`src/rtl/dcache_pkg.sv`:
```
// dcache_pkg: shared types and default geometry for the data-cache controller
// and the dcache datapath.
//   dcache_state_t : controller state encoding
//   DCACHE_WORDS   : default words per cache block
//   DCACHE_FRAMES  : default number of frames walked during flush
package dcache_pkg;

  typedef enum logic [3:0] {
    IDLE    = 4'd0,
    WB      = 4'd1,
    READ    = 4'd2,
    SNP_WB  = 4'd3,
    SNP_INV = 4'd4,
    FL_CHK  = 4'd5,
    FL_WB   = 4'd6,
    FL_NEXT = 4'd7,
    HALT    = 4'd8
  } dcache_state_t;

  localparam int DCACHE_WORDS  = 2;
  localparam int DCACHE_FRAMES = 16;

endpackage

```
`src/rtl/up_counter.sv`:
```
// up_counter: saturating up-counter with synchronous clear.
//   CLK, nRST : clock, asynchronous active-low reset
//   clear     : synchronous clear to 0 (wins over enable)
//   enable    : increment by one, saturating at MAX
//   count     : current value
//   at_max    : count == MAX
module up_counter #(
  parameter int W   = 1,
  parameter int MAX = 1
) (
  input  logic         CLK,
  input  logic         nRST,
  input  logic         clear,
  input  logic         enable,
  output logic [W-1:0] count,
  output logic         at_max
);

  localparam logic [W-1:0] MAX_V = W'(MAX);

  logic [W-1:0] count_q;

  always_ff @(posedge CLK or negedge nRST) begin
    if (!nRST) begin
      count_q <= '0;
    end else if (clear) begin
      count_q <= '0;
    end else if (enable && (count_q != MAX_V)) begin
      count_q <= count_q + W'(1);
    end
  end

  assign count  = count_q;
  assign at_max = (count_q == MAX_V);

endmodule

```
`src/rtl/dcache_ctrl_fsm.sv`:
```
// dcache_ctrl_fsm: data-cache control FSM. Sequences miss refills, dirty-block
// writebacks, coherence snoops and the end-of-program flush/halt.
//   CLK, nRST          : clock, asynchronous active-low reset
//   dmemREN, dmemWEN   : datapath read/write request
//   flush              : datapath halt request, flush all dirty frames
//   dhit               : current request hits
//   dirty              : addressed (or frame_idx-selected when flushing) block dirty
//   dwait              : memory busy; a word completes in a cycle with dwait=0
//   ccwait             : coherence controller holds the cache for a snoop
//   ccwrite, ccinv     : snoop needs writeback / invalidate only
//   dREN, dWEN         : memory read/write strobe
//   word_sel           : word index of the current transfer
//   invalid            : clear valid/dirty of the current block this cycle
//   idle, flushing     : FSM in IDLE / flush in progress
//   frame_idx          : frame under flush
//   halt               : flush complete, sticky until reset
//
// state   | meaning
// IDLE    | waiting for miss, flush or snoop
// WB      | writing back dirty victim block before refill
// READ    | refilling block from memory
// SNP_WB  | writing back snooped block
// SNP_INV | one-cycle invalidate of snooped clean block
// FL_CHK  | testing frame frame_idx for dirty / end of flush
// FL_WB   | writing back dirty frame during flush
// FL_NEXT | advancing frame_idx
// HALT    | flush done, held until reset
module dcache_ctrl_fsm
  import dcache_pkg::*;
#(
  parameter int WORDS  = DCACHE_WORDS,
  parameter int FRAMES = DCACHE_FRAMES,
  parameter int WW     = (WORDS > 1) ? $clog2(WORDS) : 1,
  parameter int FW     = $clog2(FRAMES + 1)
) (
  input  logic          CLK,
  input  logic          nRST,
  input  logic          dmemREN,
  input  logic          dmemWEN,
  input  logic          flush,
  input  logic          dhit,
  input  logic          dirty,
  input  logic          dwait,
  input  logic          ccwait,
  input  logic          ccwrite,
  input  logic          ccinv,
  output logic          dREN,
  output logic          dWEN,
  output logic [WW-1:0] word_sel,
  output logic          invalid,
  output logic          idle,
  output logic          flushing,
  output logic [FW-1:0] frame_idx,
  output logic          halt
);

  dcache_state_t state_q, state_d;

  logic [WW-1:0] wcnt;
  logic          wcnt_last;
  logic [FW-1:0] fcnt;
  logic          fcnt_end;
  logic          xfer;
  logic          word_done;
  logic          xfer_done;
  logic          miss;

  assign miss      = (dmemREN | dmemWEN) & ~dhit;
  assign xfer      = (state_q == WB) || (state_q == READ) ||
                     (state_q == SNP_WB) || (state_q == FL_WB);
  assign word_done = xfer & ~dwait;
  // The word counter returns to 0 on the same edge the FSM leaves the
  // transfer state, so every transfer starts at word 0.
  assign xfer_done = word_done & wcnt_last;

  up_counter #(.W(WW), .MAX(WORDS - 1)) u_wcnt (
    .CLK    (CLK),
    .nRST   (nRST),
    .clear  (xfer_done),
    .enable (word_done),
    .count  (wcnt),
    .at_max (wcnt_last)
  );

  // Saturates at FRAMES; only reset returns it to 0 since HALT is terminal.
  up_counter #(.W(FW), .MAX(FRAMES)) u_fcnt (
    .CLK    (CLK),
    .nRST   (nRST),
    .clear  (1'b0),
    .enable (state_q == FL_NEXT),
    .count  (fcnt),
    .at_max (fcnt_end)
  );

  always_ff @(posedge CLK or negedge nRST) begin
    if (!nRST) begin
      state_q <= IDLE;
    end else begin
      state_q <= state_d;
    end
  end

  always_comb begin
    state_d = state_q;
    case (state_q)
      IDLE: begin
        // A miss during a snoop hold is deferred until ccwait drops.
        if (miss && !ccwait)          state_d = dirty ? WB : READ;
        else if (flush)               state_d = FL_CHK;
        else if (ccwait && ccwrite)   state_d = SNP_WB;
        else if (ccwait && ccinv)     state_d = SNP_INV;
      end
      WB:      if (xfer_done) state_d = READ;
      READ:    if (xfer_done) state_d = IDLE;
      SNP_WB:  if (xfer_done) state_d = IDLE;
      SNP_INV: state_d = IDLE;
      FL_CHK: begin
        if (fcnt_end)   state_d = HALT;
        else if (dirty) state_d = FL_WB;
        else            state_d = FL_NEXT;
      end
      FL_WB:   if (xfer_done) state_d = FL_NEXT;
      FL_NEXT: state_d = FL_CHK;
      HALT:    state_d = HALT;
      default: state_d = IDLE;
    endcase
  end

  always_comb begin
    dREN      = 1'b0;
    dWEN      = 1'b0;
    invalid   = 1'b0;
    idle      = 1'b0;
    flushing  = 1'b0;
    halt      = 1'b0;
    word_sel  = wcnt;
    frame_idx = fcnt;
    case (state_q)
      IDLE:    idle = 1'b1;
      WB: begin
        dWEN    = 1'b1;
        invalid = wcnt_last;
      end
      READ:    dREN = 1'b1;
      SNP_WB: begin
        dWEN    = 1'b1;
        invalid = wcnt_last;
      end
      SNP_INV: invalid = 1'b1;
      FL_CHK:  flushing = 1'b1;
      FL_WB: begin
        dWEN     = 1'b1;
        invalid  = wcnt_last;
        flushing = 1'b1;
      end
      FL_NEXT: flushing = 1'b1;
      HALT:    halt = 1'b1;
      default: idle = 1'b0;
    endcase
  end

endmodule

```
`config.mk`:
```
export PLATFORM = sky130hd
export DESIGN_NAME = dcache_ctrl_fsm
export DESIGN_NICKNAME = d
export VERILOG_FILES = /design/src/rtl/dcache_pkg.sv /design/src/rtl/up_counter.sv /design/src/rtl/dcache_ctrl_fsm.sv
export SDC_FILE = /design/constraint.sdc
export NUM_CORES = 1
export LEC_CHECK = 0
export ABC_AREA = 1
export CAP_MARGIN = 40
export CORE_MARGIN = 5
export CORE_UTILIZATION = 50
export CTS_CLUSTER_DIAMETER = 40
export DETAILED_ROUTE_END_ITERATION = 7
export GPL_TIMING_DRIVEN = 0
export PLACE_DENSITY = 0.81
export SLEW_MARGIN = 20
export SYNTH_ARGS = -nofsm -noshare
export SYNTH_HDL_FRONTEND = slang
export SYNTH_HIERARCHICAL = 1
export SYNTH_SLANG_ARGS = --single-unit
```
`constraint.sdc`:
```
create_clock -name CLK -period 2 [get_ports CLK]
set_input_delay 0.4 -clock CLK [delete_from_list [all_inputs] [get_ports CLK]]
set_output_delay 0.4 -clock CLK [all_outputs]
set_load 0.02 [all_outputs]
```
== Word-level counts from Yosys, hierarchy flattened ==
Index checks and enable logic that the tools add are counted.

* Add/sub/neg operators: 2
* Reduce and logical (&&, ||, !) cells: 15
* Bitwise operators: 7
* Mux-type cells: 19
* Eq/ne operators: 14

{| class="wikitable"
|+ Operators by type and width
! kind !! number
|-
| $mux 4 || 8
|-
| $pmux 4 s7 || 1
|-
| $eq 4x3->1 const B || 4
|-
| $ne 5x5->1 const B || 2
|-
| $eq 4x2->1 const B || 2
|-
| $mux 1 || 8
|-
| $ne 2x1->1 const B || 3
|-
| $reduce_or 3->1 || 2
|-
| $add 5x1->5 const B || 1
|-
| $eq 5x5->1 const B || 1
|-
| $logic_and 1x1->1 || 5
|-
| $eq 4x1->1 const B || 1
|-
| $eq 4x4->1 const B || 1
|-
| $logic_not 4->1 || 1
|-
| $reduce_and 4->1 || 1
|-
| $and 1x1->1 || 3
|-
| $logic_or 1x1->1 || 3
|-
| $not 1->1 || 3
|-
| $mux 2 || 1
|-
| $pmux 1 s2 || 1
|-
| $reduce_bool 2->1 || 1
|-
| $reduce_or 2->1 || 1
|-
| $add 1x1->1 const B || 1
|-
| $logic_not 1->1 || 1
|-
| $or 1x1->1 || 1
|}

* Logic and storage cells: 60
* Input bits: 11
* Register bits after elaboration: 10

== Depth between registers and ports, before layout ==
Gate-level depths: netlist (run 1).

* Depth in word-level cells: 8
* Gate-level depth with buffers: 13
* Mapped depth without buffers: 13

== Modules after synthesis ==
Netlist (run 1), hierarchy kept.

{| class="wikitable"
|+ Modules (own cells, without submodules)
! module !! area an instance (um2) !! instances !! cells each
|-
| dcache_ctrl_fsm || 452.9 || 1 || 80
|-
| up_counter (u_fcnt) || 341.6 || 1 || 41
|-
| up_counter (u_wcnt) || 40.0 || 1 || 4
|}

== Worst setup path before layout (run 1) ==
OpenSTA, ideal clock, no wires.

* Path type: reg-to-output
* From: register state_q[3]
* To: output invalid
* Arrival time: 1.321 ns
* Path buffers: 0
* Cell stages (with the launch flop): 6
* Data required time: 1.600 ns
* Path slack: 0.279 ns
* Path through: dfrtp_1 > nor2_2 > inv_1 > o21ai_1 > nand2_1 > o21ai_1

* Cells in the longest elaborated chain, start to end: 3
* Elaborated cells on any way between the ends: 6
* Classes of those cells: eq/ne (4); mux (1); reduce/logical (1)

{| class="wikitable"
|+ Ends and longest elaborated chain
! element !! line !! text
|-
| start, declared || dcache_ctrl_fsm.sv:57 || <nowiki>dcache_state_t state_q, state_d;</nowiki>
|-
| start signal, assigned || dcache_ctrl_fsm.sv:99 || <nowiki>state_q <= state_d;</nowiki>
|-
| $eq 4x1->1, or another cell as far along || dcache_ctrl_fsm.sv:138 || <nowiki>case (state_q)</nowiki>
|-
| $reduce_or 3->1 (no line) || n/a ||
|-
| $pmux 1 s2 * || dcache_ctrl_fsm.sv:138 ||
|-
| end, declared || dcache_ctrl_fsm.sv:50 || <nowiki>output logic invalid,</nowiki>
|}

Every way passes the cells marked *; elsewhere a longest branch is shown, timed or not.

== Worst setup path after layout (run 1) ==
* From: register state_q[3]
* To: output dWEN

* Cells in the longest elaborated chain, start to end: 3
* Elaborated cells on any way between the ends: 5
* Classes of those cells: eq/ne (3); mux (1); reduce/logical (1)

{| class="wikitable"
|+ Ends and longest elaborated chain
! element !! line !! text
|-
| $eq 4x1->1, or another cell as far along || dcache_ctrl_fsm.sv:138 ||
|-
| $reduce_or 3->1 (no line) * || n/a ||
|-
| $mux 1 * || dcache_ctrl_fsm.sv:138 ||
|-
| end, declared || dcache_ctrl_fsm.sv:48 || <nowiki>output logic dWEN,</nowiki>
|}

Marked as above.

==> results of run 1 <==
## cell usage after synthesis (all sizes together) (2+ instances only)
| master | number | area share, % |
|---|---|---|
| a21oi | 2 | 1.2 |
| dfrtp | 10 | 30 |
| ha | 2 | 3.0 |
| inv | 22 | 9.9 |
| nand2 | 41 | 23 |
| nand3 | 9 | 5.4 |
| nand4 | 4 | 3.0 |
| nor2 | 20 | 12 |
| nor3 | 2 | 1.2 |
| o21ai | 7 | 5.5 |
## sequential cells by signal, indices dropped and copies added (netlist names)
| register | flops |
|---|---|
| state_q | 4 |
| u_fcnt/count | 5 |
| u_wcnt/at_max | 1 |
## cells in the final DEF, fill, tap and decap left out, types with 3 or more instances in the layout
master	n
sky130_fd_sc_hd__clkbuf_4	3
sky130_fd_sc_hd__clkdlybuf4s50_1	16
sky130_fd_sc_hd__conb_1	3
sky130_fd_sc_hd__dfrtp_1	10
sky130_fd_sc_hd__dlygate4sd2_1	5
sky130_fd_sc_hd__inv_1	18
sky130_fd_sc_hd__inv_2	4
sky130_fd_sc_hd__nand2_1	33
sky130_fd_sc_hd__nand2_2	5
sky130_fd_sc_hd__nand2_4	3
sky130_fd_sc_hd__nand3_1	9
sky130_fd_sc_hd__nand4_1	4
sky130_fd_sc_hd__nor2_1	15
sky130_fd_sc_hd__nor2_2	3
sky130_fd_sc_hd__o21ai_1	3
sky130_fd_sc_hd__o21ai_2	3
## cell families (layout without fill, tap and decap cells)
logic type	Yosys count	after routing
buf+inv	24	49
other cells	1	3
compound gates	10	10
simple gates	77	77
fa+ha+maj	2	2
xor+xnor	1	1
flops	10	10
## repair_timing
action | in CTS | in global routing
hold endpoints to repair | 0 | 0
endpoints found under the setup margin | 6 | 1
cloned | 0 | 0
resized for setup | 6 | 2
setup buffers | 0 | 0
## power groups by stage
stage / Sequential (mW) / Combinational [mW] / Clock, mW
global route: 0.302 / 0.736 / 0.149
floorplan: 0.293 / 0.482 / 0
finish: 0.298 / 0.651 / 0.134
detailed placement: 0.302 / 0.697 / 0
CTS: 0.298 / 0.660 / 0.137
global placement: 0.300 / 0.689 / 0
## final cells by class
cell class | instances | area, sq um | share of cell area [%]
Timing Repair Buffer | 22 | 209 | 19.1
Inverter | 23 | 100 | 9.15
Sequential cell | 10 | 250 | 22.9
Multi-Input combinational cell | 93 | 484 | 44.3
Buffer | 1 | 7.51 | 0.686
Tap cell | 16 | 20.0 | 1.83
Clock buffer | 3 | 22.5 | 2.06
## worst max-delay path by stage
stage               startpoint       to  slack, ns
finish              state_q[3]     dWEN       0.14
global route        state_q[3]  invalid       0.01
CTS                 state_q[3]  invalid       0.01
detailed placement  state_q[3]  invalid      0.003
global placement    state_q[3]  invalid       0.01
floorplan           state_q[3]  invalid       0.28
## metal layers
metal  routed length, microns  track usage (%)  up-vias
met1                      794             18.5      362
met3                       81             3.20        2
li1                         -                -      442
met5                        0                0        -
met4                       22             3.83        0
met2                      817             22.9       14
## through the flow
step / power, mW / util [%] / hold slack (ns) / instance area (sq um) / setup slack [ns]
final: 1.08 / 70.9 / 0.445 / 1090 / 0.139
after global routing: 1.19 / 70.9 / 0.487 / 1090 / 0.0141
after CTS: 1.09 / 71.2 / 0.464 / 1100 / 0.0141
after detailed placement: 0.999 / 70.2 / 0.559 / 1080 / 0.00266
after global placement: 0.989 / 70.2 / 0.554 / 1080 / 0.0111
after floorplan: 0.775 / - / 0.104 / 842 / 0.279
==> impl_summary.txt, run 1 <==
----------------------------------------------------
[Worst setup path]
  Total stage count of the critical path ... 4
  CP Cell Sequence ... nor2_2 > inv_1 > o21ai_1 > dlygate4sd2_1
  Crit path DAT ... 1.46 ns
  Worst-path cell with the longest stage delay ... sky130_fd_sc_hd__dfrtp_1
  Number of buffers and inverters on the critical path ... 2
  CP max FO ... 3
  Logic depth of the worst register-to-register path ... 13
  Critical path's top delay family ... buffers and inverters
  Setup slack on the worst flop-to-flop path ... 0.45 ns
  Destination of the worst register-to-register timing path ... state_q[1]
  Kind of launch point of the worst setup path ... flop
  Critical Path Max Stage Delay ... 0.42 ns
  Capturing element type of the critical path ... primary output
  WP data required ... 1.60 ns
  Setup CP Type ... flop to primary output
  Startpoint of the lowest-slack register-to-register path ... u_fcnt/count[0]

[Place]
  Detail Placement HPWL ... ~1500 microns
  Final estimated routing congestion in global placement ... 0.774
  Number of placed cells counting well taps ... 165
  Total of buffers placed on input and output ports ... 22

[Timing]
  Final Hold Vio Count ... 0
  RSZ-0062 raised after global routing ... false
  Final min period ... ~1.9 ns
  Final-report setup violation count ... 0
  Slew Limit Fails ... 0
  Largest clock skew in the final design ... 0.0108 ns
  Fmax achieved ... 537 MHz
  Fraction of the cycle the final worst path needs ... 93.1%
  Aggregate negative setup slack ... 0 ns

[Route]
  Wire per inst ... 10.2 microns
  Vias per std cell ... a little under 5
  Iteration-0 DRC Markers ... 20
  Detailed-route wire length ... 1720 microns
  DRC errors left ... 0
  Vias ... 820
  Router iterations before antenna repair ... 4
  Final antenna-violating net count ... 0

[Power]
  Logic pwr share ... about three fifths
  Total internal power ... 560 uW
  NetSw ... 523 uW
  Sequential cell fraction of total power ... 27.5%
  Switching Share ... between 40% and 50%
  Max rail drop VDD ... 707 uV
  Power Dens Cells ... slightly below 1000 nW/um^2
  Clock network power share ... 12.3%
  Static Leak ... 0.594 nW

[Run]
  Number of max-cap violations ... 0

[CTS]
  Number of levels the H-tree was split into ... 1
  Post-CTS Hold Fix Bufs ... 0
  Root Driver ... sky130_fd_sc_hd__clkbuf_4
  CTS tree ... yes
  CTS buffer count ... 3
  Clock tree buffer depth ... 2
  Clock insertion delay at the later pin of the skew report ... 0.26 ns
  Worst-path clk slew ... 0.07 ns
  Clock sink count ... 10

[Synth]
  Sequential element share of the synthesized area ... 30.0%
  Compound-gate portion of the synthesized area ... just under 8%
  Avg Synthesized Cell Area ... approximately 6.7 sq um
  Synth Area in XOR/XNOR ... 1.05%
  Share of synthesized cell area in full adder, half adder and majority cells ... 3.00%
  Number of enable flip-flop cells after synthesis ... 0
  Predominant post-synthesis flop cell ... sky130_fd_sc_hd__dfrtp_1
  Share of synthesized cell area in and, or, nand and nor gates ... 44.8%
  Synthesis Warnings ... 6
  Synthesized flop and latch total ... 10
  Dominant combinational cell family by area after synthesis ... simple AND/OR/NAND/NOR gates
  Post-synthesis mux area share ... 0%
  Post-synthesis instance total ... between 100 and 150
  Asr flop ratio synth ... 100%
  Cell area after synthesis ... 835 sq um
  Count of unique library cells instantiated by Yosys ... 23

[Layout]
  Non-Filler Instances ... 168
  FILL cells ... 136
  Antenna Cells ... 0
  Area overhead of the layout relative to synthesis ... 31.0%
  Share of final-layout standard cells stronger than drive strength 1 ... between 10% and 20%
  Total Nets Final ... 167

[Global route]
  Maximum number of pins on one net before global-route repair ... 11
  Initial antenna violation count ... 0
  Global route overflow ... 0
  Via count of the first global-routing pass ... 712
  Global-route total usage across every layer ... 14.0%
  First-pass GRT wire length ... 2910 microns

[Floorplan]
  Initial Utilization ... roughly 54%
  Core region area ... 1540 sq um
  Die height ... 50.9 microns
  Total die area ... 2590 sq um
  Horizontal die dimension ... 50.9 microns
  Top-level I/O count ... 23
  Site row count ... 14

[Min path]
  Type of the most critical hold path ... input port to asynchronous set/reset pin

[Status]
  Run status ... finished clean

----------------------------------------------------
(Power assumes the default switching activity.)
==> inputs of run 2 (changes only) <==
- CORE_UTILIZATION: 50 -> 47
- PLACE_DENSITY: 0.81 -> 0.8
- SYNTH_HIERARCHICAL: 1 -> not set
==> impl_summary.txt, run 2 <==
----------------------------------------------------
[Synth]
  Dominant combinational cell family by area after synthesis ... simple AND/OR/NAND/NOR gates
  Compound-gate portion of the synthesized area ... 6.96%
  Most frequent cells after synthesis ... sky130_fd_sc_hd__nand2_1, sky130_fd_sc_hd__inv_1, sky130_fd_sc_hd__dfrtp_1, sky130_fd_sc_hd__nor2_1, sky130_fd_sc_hd__nand3_1
  Cell type with the highest aggregate area in the netlist ... sky130_fd_sc_hd__dfrtp_1
  Synthesized flop and latch total ... 10
  Synthesis Warnings ... 0
  Main area contributors after synthesis ... sky130_fd_sc_hd__dfrtp_1, sky130_fd_sc_hd__nand2_1, sky130_fd_sc_hd__inv_1
  Post-synthesis mux area share ... 0%
  Cell area after synthesis ... 701 sq um
  Synth Area in XOR/XNOR ... under 10%
  Asr flop ratio synth ... 100%
  Number of enable flip-flop cells after synthesis ... 0
  Net Count, Synth ... 120
  Avg Synthesized Cell Area ... approximately 6.5 sq um
  Top-count cell post-synth ... sky130_fd_sc_hd__nand2_1
  Share of Yosys cell area claimed by the top area cell type ... 35.7%
  Count of unique library cells instantiated by Yosys ... 17
  Predominant post-synthesis flop cell ... sky130_fd_sc_hd__dfrtp_1
  Share of synthesized cell area in and, or, nand and nor gates ... 38.4%
  Share of synthesized cell area in full adder, half adder and majority cells ... 3.57%
  Post-synthesis instance total ... 107
  Sequential element share of the synthesized area ... 35.7%

[Power]
  Power Dens Cells ... 1280 nW/um^2
  Max rail drop VDD ... 736 uV
  Static Leak ... 0.542 nW

[Layout]
  Non-Filler Instances ... 149
  Number of flip-flops in the largest register ... 5
  Area used by multi-input combinational logic ... roughly 390 sq um
  FILL cells ... 132
  Core Util, Final ... 66.4%
  Area taken by flip-flops and latches ... 250 sq um
  Share of final-layout standard cells stronger than drive strength 1 ... 10.5%
  Area overhead of the layout relative to synthesis ... 37.9%
  Most frequent cells in the layout ... sky130_fd_sc_hd__nand2_1, sky130_fd_sc_hd__clkdlybuf4s50_1, sky130_fd_sc_hd__inv_1
  Antenna Cells ... 0
  Most common library cell in the layout ignoring fill and taps ... sky130_fd_sc_hd__nand2_1
  Total Nets Final ... 147

[Global route]
  First-pass GRT wire length ... between 2000 and 3000 microns
  Initial antenna violation count ... 0
  Maximum number of pins on one net before global-route repair ... 11
  Via count of the first global-routing pass ... 677
  Global route overflow ... 0
  Global-route total usage across every layer ... 14.4%

[Place]
  Total of buffers placed on input and output ports ... 22
  Final estimated routing congestion in global placement ... a little under 0.8
  Number of placed cells counting well taps ... 145
  Detail Placement HPWL ... between 1000 and 1500 microns

[Route]
  Router iterations before antenna repair ... 4
  Vias ... approximately 720
  Detailed-route wire length ... 1570 microns
  Iteration-0 DRC Markers ... 7
  Wire per inst ... approximately 11 microns
  DRC errors left ... 0
  Final antenna-violating net count ... 0
  Vias per std cell ... 4.82

[Floorplan]
  Horizontal die dimension ... 48.6 microns
  Top-level I/O count ... 23
  Initial Utilization ... 48.2%
  Core region area ... 1450 sq um
  Site row count ... 14
  Die height ... 48.6 microns
  Total die area ... between 2000 and 2500 sq um

[Worst setup path]
  Critical path's top delay family ... buffers and inverters
  WP data required ... ~1.6 ns
  CP max FO ... 5
  CP Cell Sequence ... inv_1 > nor2_1 > nand2_1 > o21ai_0 > dlygate4sd2_1
  Kind of launch point of the worst setup path ... flop
  Crit path DAT ... 1.44 ns
  Setup CP Type ... flop to primary output
  Worst-path cell with the longest stage delay ... sky130_fd_sc_hd__dfrtp_1
  Number of buffers and inverters on the critical path ... 2
  Capturing element type of the critical path ... primary output
  Critical Path Max Stage Delay ... 0.40 ns

[Timing]
  Largest clock skew in the final design ... ~0.0015 ns
  Aggregate negative setup slack ... 0 ns
  Final Hold Vio Count ... 0
  Fmax achieved ... 544 MHz
  Slew at the pin closest to its max-slew limit ... 0.442 ns
  Slew Limit Fails ... 0
  Final-report setup violation count ... 0
  RSZ-0062 raised after global routing ... false
  Slew headroom ... approximately 70%
  Fraction of the cycle the final worst path needs ... 91.8%
  Final min period ... 1.84 ns

[Run]
  Number of max-cap violations ... 0

[CTS]
  CTS tree ... yes
  Root Driver ... sky130_fd_sc_hd__clkbuf_4
  Worst-path clk slew ... 0.07 ns
  Number of levels the H-tree was split into ... 1
  CTS buffer count ... 3
  Number of buffers added for setup after CTS ... 0
  Clock tree buffer depth ... 2
  Clock sink count ... 10
  Clock insertion delay at the later pin of the skew report ... 0.25 ns

[Min path]
  Type of the most critical hold path ... input port to asynchronous set/reset pin

[Status]
  Run status ... finished clean

----------------------------------------------------
-- run 2: final cells by class --
class | instances | share of cell area [%]
Timing Repair Buffer | 22 | 21.6
Tap cell | 16 | 2.07
Clock buffer | 4 | 3.76
Multi-Input combinational cell | 80 | 40.0
Sequential cell | 10 | 25.9
Inverter | 17 | 6.61
-- run 2: worst paths after layout --
check                                 from               to  slack [ns]  cells past startpoint
max                             state_q[1]             dWEN        0.16                      5
min                                   nRST  u_fcnt.count[0]        0.45                      1
max reg2reg                u_fcnt.count[0]  u_fcnt.count[2]        0.53                      9
min reg2reg                     state_q[1]       state_q[1]        0.52                      2
max in group asynchronous             nRST       state_q[3]        1.24                      1
min in group CLK                state_q[1]       state_q[1]        0.52                      2
-- run 2: logic make-up (layout without fill, tap and decap cells) --
family | after synthesis | after routing
AO/OA/AOI/OAI | 9 | 9
AND/OR/NAND/NOR | 64 | 64
flip-flops | 10 | 10
XOR/XNOR | 5 | 5
adder cells (fa/ha/maj) | 2 | 2
buffers and inverters | 17 | 43
-- run 2: metal layers --
| layer | up-vias | global-route usage, % | routed length (microns) |
|---|---|---|---|
| met5 | - | 0 | 0 |
| met4 | 0 | 5.38 | 10 |
| met3 | 2 | 3.07 | 66 |
| met2 | 14 | 24.3 | 784 |
| met1 | 320 | 17.8 | 712 |
| li1 | 382 | - | - |
-- run 2: through the flow --
step	hold slack (ns)	instance area (sq um)	power [mW]	setup slack (ns)
after floorplan	0.104	701	0.816	0.178
after global placement	0.489	941	1.08	0.0733
after detailed placement	0.500	941	1.10	0.0429
after CTS	0.470	971	1.25	0.0420
after global routing	0.479	966	1.36	0.0105
final	0.452	966	1.24	0.163
-- run 2: where the power goes --
part	switching (mW)	total (mW)	leakage (nW)	internal, mW
registers	0.0772	0.346	0.131	0.268
clock network	0.0670	0.177	0.0210	0.110
logic	0.441	0.717	0.391	0.276
-- run 2: worst register-to-register path: stages, from the launching register on --
cell                      delay, ns
sky130_fd_sc_hd__dfrtp_1       0.41
sky130_fd_sc_hd__inv_1         0.09
sky130_fd_sc_hd__ha_1          0.19
sky130_fd_sc_hd__nand2_1       0.05
sky130_fd_sc_hd__inv_1         0.04
sky130_fd_sc_hd__nand2_1       0.07
sky130_fd_sc_hd__nand2_1       0.09
sky130_fd_sc_hd__nor2_4        0.17
sky130_fd_sc_hd__nand2_1       0.09
sky130_fd_sc_hd__xor2_1        0.15
-- run 2: repair_timing --
item                                   CTS  global route
hold buffers                             0             0
cloned                                   0             0
setup endpoints to repair                5             3
endpoints found under the hold margin    0             0
resized for setup                        5             7
